**config.mk**
```make
export PLATFORM = sky130hd
export DESIGN_NAME = axi_inject_sched
export DESIGN_NICKNAME = d
export VERILOG_FILES = /design/src/rtl/axi_inject_sched.sv
export SDC_FILE = /design/constraint.sdc
export NUM_CORES = 1
export LEC_CHECK = 0
export BUFFER_PORTS_ARGS = -buffer_cell sky130_fd_sc_hd__buf_2
export CAP_MARGIN = 20
export CORE_MARGIN = 4
export CORE_UTILIZATION = 45
export DETAILED_ROUTE_END_ITERATION = 8
export PLACE_DENSITY_LB_ADDON = 0.15
export SYNTH_ARGS = -nofsm -noshare
export SYNTH_HDL_FRONTEND = slang
export SYNTH_SLANG_ARGS = --single-unit
```
**constraint.sdc**
```tcl
create_clock -name clk_i -period 5.9 [get_ports clk_i]
set_input_delay 0.59 -clock clk_i [delete_from_list [all_inputs] [get_ports clk_i]]
set_output_delay 0.59 -clock clk_i [all_outputs]
set_load 0.03 [all_outputs]
```
**src/rtl/axi_inject_sched.sv**
```systemverilog
// axi_inject_sched: releases timestamped AW/W/AR entries onto an AXI manager port when the run counter reaches them
module axi_inject_sched #(
    parameter int unsigned Depth     = 4,
    parameter int unsigned TimeWidth = 32,
    parameter bit          WAfterAw  = 1'b1,
    parameter type         aw_chan_t = logic,
    parameter type         w_chan_t  = struct packed { logic last; },
    parameter type         ar_chan_t = logic
) (
    input  logic                 clk_i,
    input  logic                 rst_ni,
    input  logic                 start_i,
    input  logic                 pause_i,
    input  logic                 finish_i,
    input  logic                 push_valid_i,
    output logic                 push_ready_o,
    input  logic [1:0]           push_chan_i,
    input  logic [TimeWidth-1:0] push_time_i,
    input  aw_chan_t             push_aw_i,
    input  w_chan_t              push_w_i,
    input  ar_chan_t             push_ar_i,
    output logic                 aw_valid_o,
    output aw_chan_t             aw_o,
    input  logic                 aw_ready_i,
    output logic                 w_valid_o,
    output w_chan_t              w_o,
    input  logic                 w_ready_i,
    output logic                 ar_valid_o,
    output ar_chan_t             ar_o,
    input  logic                 ar_ready_i,
    output logic [TimeWidth-1:0] time_o,
    output logic [15:0]          late_cnt_o,
    output logic                 busy_o,
    output logic                 done_o
);
    localparam int unsigned PW = $clog2(Depth);
    localparam int unsigned CW = PW + 2;

    typedef enum logic [1:0] {IDLE, RUN, PAUSE, DONE} state_t;

    state_t               state, state_next;
    logic [TimeWidth-1:0] cnt;
    logic [TimeWidth-1:0] tmem [3][Depth];
    aw_chan_t             aw_mem [Depth];
    w_chan_t              w_mem [Depth];
    ar_chan_t             ar_mem [Depth];
    logic [PW:0]          wp [3];
    logic [PW:0]          rp [3];
    logic [TimeWidth-1:0] head_t [3];
    logic [2:0]           empty, full, vld, rdy, hs, elig, late, gate;
    logic [3:0]           full4;
    logic [CW-1:0]        credit;
    logic [15:0]          late_q;
    logic [17:0]          late_sum;
    logic                 fin, run_en, start_ok, push_en, w_last_hs;

    // Channel index 0=AW 1=W 2=AR throughout; chan 3 maps to a never-full slot so it is always accepted
    assign rdy       = {ar_ready_i, w_ready_i, aw_ready_i};
    assign hs        = vld & rdy;
    assign run_en    = state == RUN && !pause_i;
    assign start_ok  = start_i && (state == IDLE || state == DONE);
    assign w_last_hs = hs[1] && w_o.last;
    assign full4     = {1'b0, full};
    assign push_ready_o = rst_ni && state != DONE && !full4[push_chan_i];
    assign push_en   = push_valid_i && push_ready_o;
    // An AW handshake in flight already counts as credit so W may follow on the very next cycle
    assign gate      = {1'b1, !WAfterAw || credit != '0 || hs[0], credit != '1};
    assign late_sum  = 18'(late_q) + 18'(late[0]) + 18'(late[1]) + 18'(late[2]);

    // Per-channel FIFO status and issue eligibility of each head entry
    always_comb begin
        for (int c = 0; c < 3; c++) begin
            empty[c]  = wp[c] == rp[c];
            full[c]   = (wp[c] - rp[c]) == (PW+1)'(Depth);
            head_t[c] = tmem[c][rp[c][PW-1:0]];
            elig[c]   = run_en && !empty[c] && !vld[c] && head_t[c] <= cnt && gate[c];
            late[c]   = elig[c] && cnt > head_t[c];
        end
    end

    // State register
    always_ff @(posedge clk_i or negedge rst_ni) begin
        if (!rst_ni) state <= IDLE;
        else         state <= state_next;
    end

    // Next-state logic; finishing requires every FIFO, valid and outstanding AW burst to be drained
    always_comb begin
        state_next = state;
        case (state)
            IDLE:  state_next = start_i ? RUN : IDLE;
            RUN:   state_next = pause_i ? PAUSE :
                                (fin && empty == '1 && vld == '0 && credit == '0) ? DONE : RUN;
            PAUSE: state_next = pause_i ? PAUSE : RUN;
            DONE:  state_next = start_i ? RUN : DONE;
        endcase
    end

    // Run counter, finish flag, lateness, AW credit and registered channel valids
    always_ff @(posedge clk_i or negedge rst_ni) begin
        if (!rst_ni) begin
            cnt    <= '0;
            fin    <= 1'b0;
            late_q <= '0;
            credit <= '0;
            vld    <= '0;
        end else begin
            if (start_ok) cnt <= '0;
            else if (run_en && cnt != '1) cnt <= cnt + 1'b1;
            fin    <= finish_i || (fin && !start_ok);
            late_q <= late_sum > 18'h0FFFF ? 16'hFFFF : late_sum[15:0];
            credit <= credit + CW'(hs[0]) - CW'(w_last_hs);
            vld    <= (vld & ~rdy) | elig;
        end
    end

    // FIFO pointers: push on accepted loader entry, pop on channel handshake
    always_ff @(posedge clk_i or negedge rst_ni) begin
        if (!rst_ni) begin
            for (int c = 0; c < 3; c++) begin
                wp[c] <= '0;
                rp[c] <= '0;
            end
        end else begin
            for (int c = 0; c < 3; c++) begin
                if (push_en && push_chan_i == 2'(c)) wp[c] <= wp[c] + 1'b1;
                if (hs[c]) rp[c] <= rp[c] + 1'b1;
            end
        end
    end

    // FIFO storage; contents need no reset because pointers define occupancy
    always_ff @(posedge clk_i) begin
        for (int c = 0; c < 3; c++)
            if (push_en && push_chan_i == 2'(c)) tmem[c][wp[c][PW-1:0]] <= push_time_i;
        if (push_en && push_chan_i == 2'd0) aw_mem[wp[0][PW-1:0]] <= push_aw_i;
        if (push_en && push_chan_i == 2'd1) w_mem[wp[1][PW-1:0]] <= push_w_i;
        if (push_en && push_chan_i == 2'd2) ar_mem[wp[2][PW-1:0]] <= push_ar_i;
    end

    assign aw_valid_o = vld[0];
    assign w_valid_o  = vld[1];
    assign ar_valid_o = vld[2];
    assign aw_o       = aw_mem[rp[0][PW-1:0]];
    assign w_o        = w_mem[rp[1][PW-1:0]];
    assign ar_o       = ar_mem[rp[2][PW-1:0]];
    assign time_o     = cnt;
    assign late_cnt_o = late_q;
    assign busy_o     = state == RUN || state == PAUSE;
    assign done_o     = state == DONE;
endmodule

```
==> flow_summary.json <==
{
  "status": "finished clean",
  "drt_wl_total_um": 49200,
  "arrival_ps": 6140,
  "grt_pass1_wl_um": 74700,
  "worst-path-stages": 17,
  "start_util": 0.460,
  "clock_latency_ps": 580,
  "tritoncts": "built",
  "crit_required_ps": 6410,
  "cts_max_level": 2,
  "max_freq_mhz": 178,
  "fin_crit_ps": 5630,
  "io_buffers": 102,
  "avgSynthCellArea_um2": 15.9,
  "wl_per_cell_um": 23.2,
  "synth-edff-count": 396,
  "r2r-start": "rp[0]",
  "yosys.area_share.simple": 0.0641,
  "critPathCaptureType": "flop",
  "clkTransAtPathRegs_ps": 60,
  "regArea_um2": 13800,
  "worstPathMaxFanout": 14,
  "rsz0062_at_grt": "false",
  "hold_slack_ps": 228,
  "via_per_inst": 5.65,
  "top_layer_used": "met5",
  "die_h_um": 224,
  "yosysUniqueCellTypes": 62,
  "syn_area_um2": 21000,
  "synthMuxAreaShare": 0.109,
  "syn_nets": 1502,
  "synth_warnings": 0,
  "synthMostInstantiatedCell": "edfxtp_1",
  "synth_compound_area_frac": 0.0460,
  "via_count": 12000,
  "setup_viol": 0,
  "wl_met3_um": 2580,
  "finalCritPeriodShare": 0.954,
  "synth.area.top_cells": "edfxtp_1 (56%), mux4_2 (11%), dfrtp_1 (9.0%), ha_1 (7.7%), inv_1 (2.2%)",
  "crit_end": "late_cnt_o[1]",
  "synth_top_area_frac": 0.565,
  "slowest_delay_ps": 710,
  "seqPwrFrac": 0.504,
  "skew_ps": 16.7,
  "synthTopCellsByCount": "edfxtp_1 (396), ha_1 (130), inv_1 (126), mux4_2 (99), dfrtp_1 (76)",
  "cts_setup_buffers": 0,
  "cts_sinks": 472,
  "pin_count": 103,
  "slew_viol_final": 0,
  "cts_buffer_depth": 3,
  "overflow": 0,
  "p_per_area_nw_per_um2": 313,
  "die_x_um": 224,
  "ys_seq_elements": 472,
  "vdd_drop_max_uv": 249,
  "min_path_type": "primary input to flop",
  "cp-start-kind": "flop",
  "tightest_slew_ps": 1070,
  "gp_congestion": 0.788,
  "rr_endpoint": "late_cnt_o[1]",
  "crit_buf_inv": 4,
  "design.core.area_um2": 45800,
  "fin_setup_tns_ps": 0,
  "clockRootBuffer": "clkbuf_16",
  "cp_cell_sequence": "buf_4 -> mux4_2 -> inv_1 -> ha_1 -> nand4_1 -> nor3_1 -> a221o_1 -> a211o_1 -> o21ai_0 -> fa_1 -> inv_1 -> ha_1 -> inv_1 -> fa_1 -> or4b_2 -> or3_1 -> nand2_1",
  "rows": 78,
  "drive_gt1_frac": 0.226,
  "dpl.hpwl_um": 32100,
  "p_clk_frac": 0.414,
  "startpoint": "rp[0]",
  "ys_async_sr_fraction": 0.161,
  "power_frac_comb": 0.082,
  "numCtsBuffers": 51,
  "fill_cells": 3733,
  "multi_input_area_um2": 6660,
  "ant_nets": 0,
  "met1_length_um": 22300,
  "antenna_found_initial": 2,
  "synth-main-ff-cell": "edfxtp_1",
  "path_common_cell": "inv_1",
  "reg2reg_slack_ps": 270,
  "rr_worst_depth": 17,
  "cp_top_family": "simple AND/OR/NAND/NOR gates",
  "ys_seq_area_frac": 0.655,
  "grtUsageTotal": 0.196,
  "maxSlewHeadroom": 0.286,
  "drcViolationCount": 0,
  "crit_type": "flop to flop",
  "wl_met2_um": 23300,
  "first_global_vias": 12000,
  "grt_max_degree": 72,
  "switching_share": 0.233,
  "dieArea_um2": 50300,
  "static-leakage-power_nw": 9.31,
  "syn_to_final_growth_pct": 15.3,
  "synth-xor-area-share": 0.0162,
  "slowest_stage": "or4b_2",
  "switchingPower_mw": 1.77,
  "final_nets": 1656,
  "synth_top_cell_by_area": "edfxtp_1",
  "firstDrtPassIters": 6,
  "diodes": 0,
  "drv_cap": 0,
  "finalHoldViolCount": 0,
  "synth_adder_area_share": 0.0801,
  "drt_first_iter_violations": 962,
  "synth_top_family_by_area": "multiplexers",
  "synthCells": 1323,
  "cell_internal_pwr_mw": 5.83
}
## through the flow
stage                     power (mW)  std cells  setup slack, ps  cell area (um2)  utilization
final                           7.60       2119              273            24300        0.530
after global routing            7.89       2119             21.7            24300        0.530
after CTS                       7.67       2114              246            24200        0.528
after detailed placement        4.51       2018              267            22500        0.491
after global placement          4.50       2018              331            22500        0.491
after floorplan                 4.26       1323             64.8            21100            -
## worst register-to-register path, stage by stage (launching register included)
cell and delay [ps]:
dfrtp_2 400, buf_4 320, mux4_2 590, inv_1 160, ha_1 270, nand4_1 130, nor3_1 70, a221o_1 310
a211o_1 360, o21ai_0 310, fa_1 470, inv_1 90, ha_1 160, inv_1 50, fa_1 430, or4b_2 710
or3_1 590, nand2_1 140
## layout make-up
class	instances	share of cell area
Clock inverter	28	0.00917
Inverter	126	0.0195
Tap cell	600	0.0309
Multi-Input combinational cell	688	0.275
Clock buffer	67	0.0589
Sequential cell	472	0.569
Timing Repair Buffer	138	0.0385
## power groups by stage
stage / registers, mW / clock network [mW] / logic, mW
after floorplan: 3.89 / 0 / 0.376
after global placement: 3.89 / 0 / 0.603
after detailed placement: 3.90 / 0 / 0.614
after CTS: 3.83 / 3.22 / 0.618
after global routing: 3.84 / 3.36 / 0.697
final: 3.83 / 3.15 / 0.619
## metal layers
layer  vias up  GRT usage
met2       309      0.317
li1       5427          -
met3        62     0.0358
met1      6173      0.280
met5         -          0
met4         2     0.0484
## layout by cell type, fill, tap and decap left out, types with 27 or more instances in the layout
master,count
nand3_1,43
xnor2_1,30
clkbuf_16,54
ha_1,130
edfxtp_1,396
nor2_1,38
a21oi_1,62
nand2_1,61
inv_1,126
mux4_2,99
o21ai_0,27
buf_2,101
dfrtp_1,70
## worst min-delay path by stage
stage | start | endpoint | slack (ps) | cells past startpoint
global route | finish_i | fin | 200 | 2
global placement | rst_ni | wp[3] | 420 | 1
floorplan | rst_ni | credit[0] | 290 | 0
CTS | push_aw_i | aw_mem[2] | 190 | 1
finish | finish_i | fin | 230 | 2
detailed placement | rst_ni | wp[3] | 410 | 1
## state kept, by name, indices dropped and copies added, names as in the netlist
register,count
w_mem,4
time_o,32
tmem,384
ar_mem,4
vld,3
state,2
wp,9
fin,1
aw_mem,4
credit,4
rp,9
late_cnt_o,16
## cells by family after synthesis
family,Yosys count
DFF,472
buffers and inverters,163
AOI/OAI and AO/OA,154
adders and majority gates,133
and+or+nand+nor,258
muxes,104
xor gates and xnor gates,39
## what timing repair did
| item | 4_1_cts | 5_1_grt |
|---|---|---|
| resized for setup | 0 | 1 |
| hold endpoints to repair | 5 | 0 |
| hold buffers | 1 | 0 |
| endpoints found under the setup margin | 0 | 13 |
No activity file was read; power rests on OpenSTA's default activity.
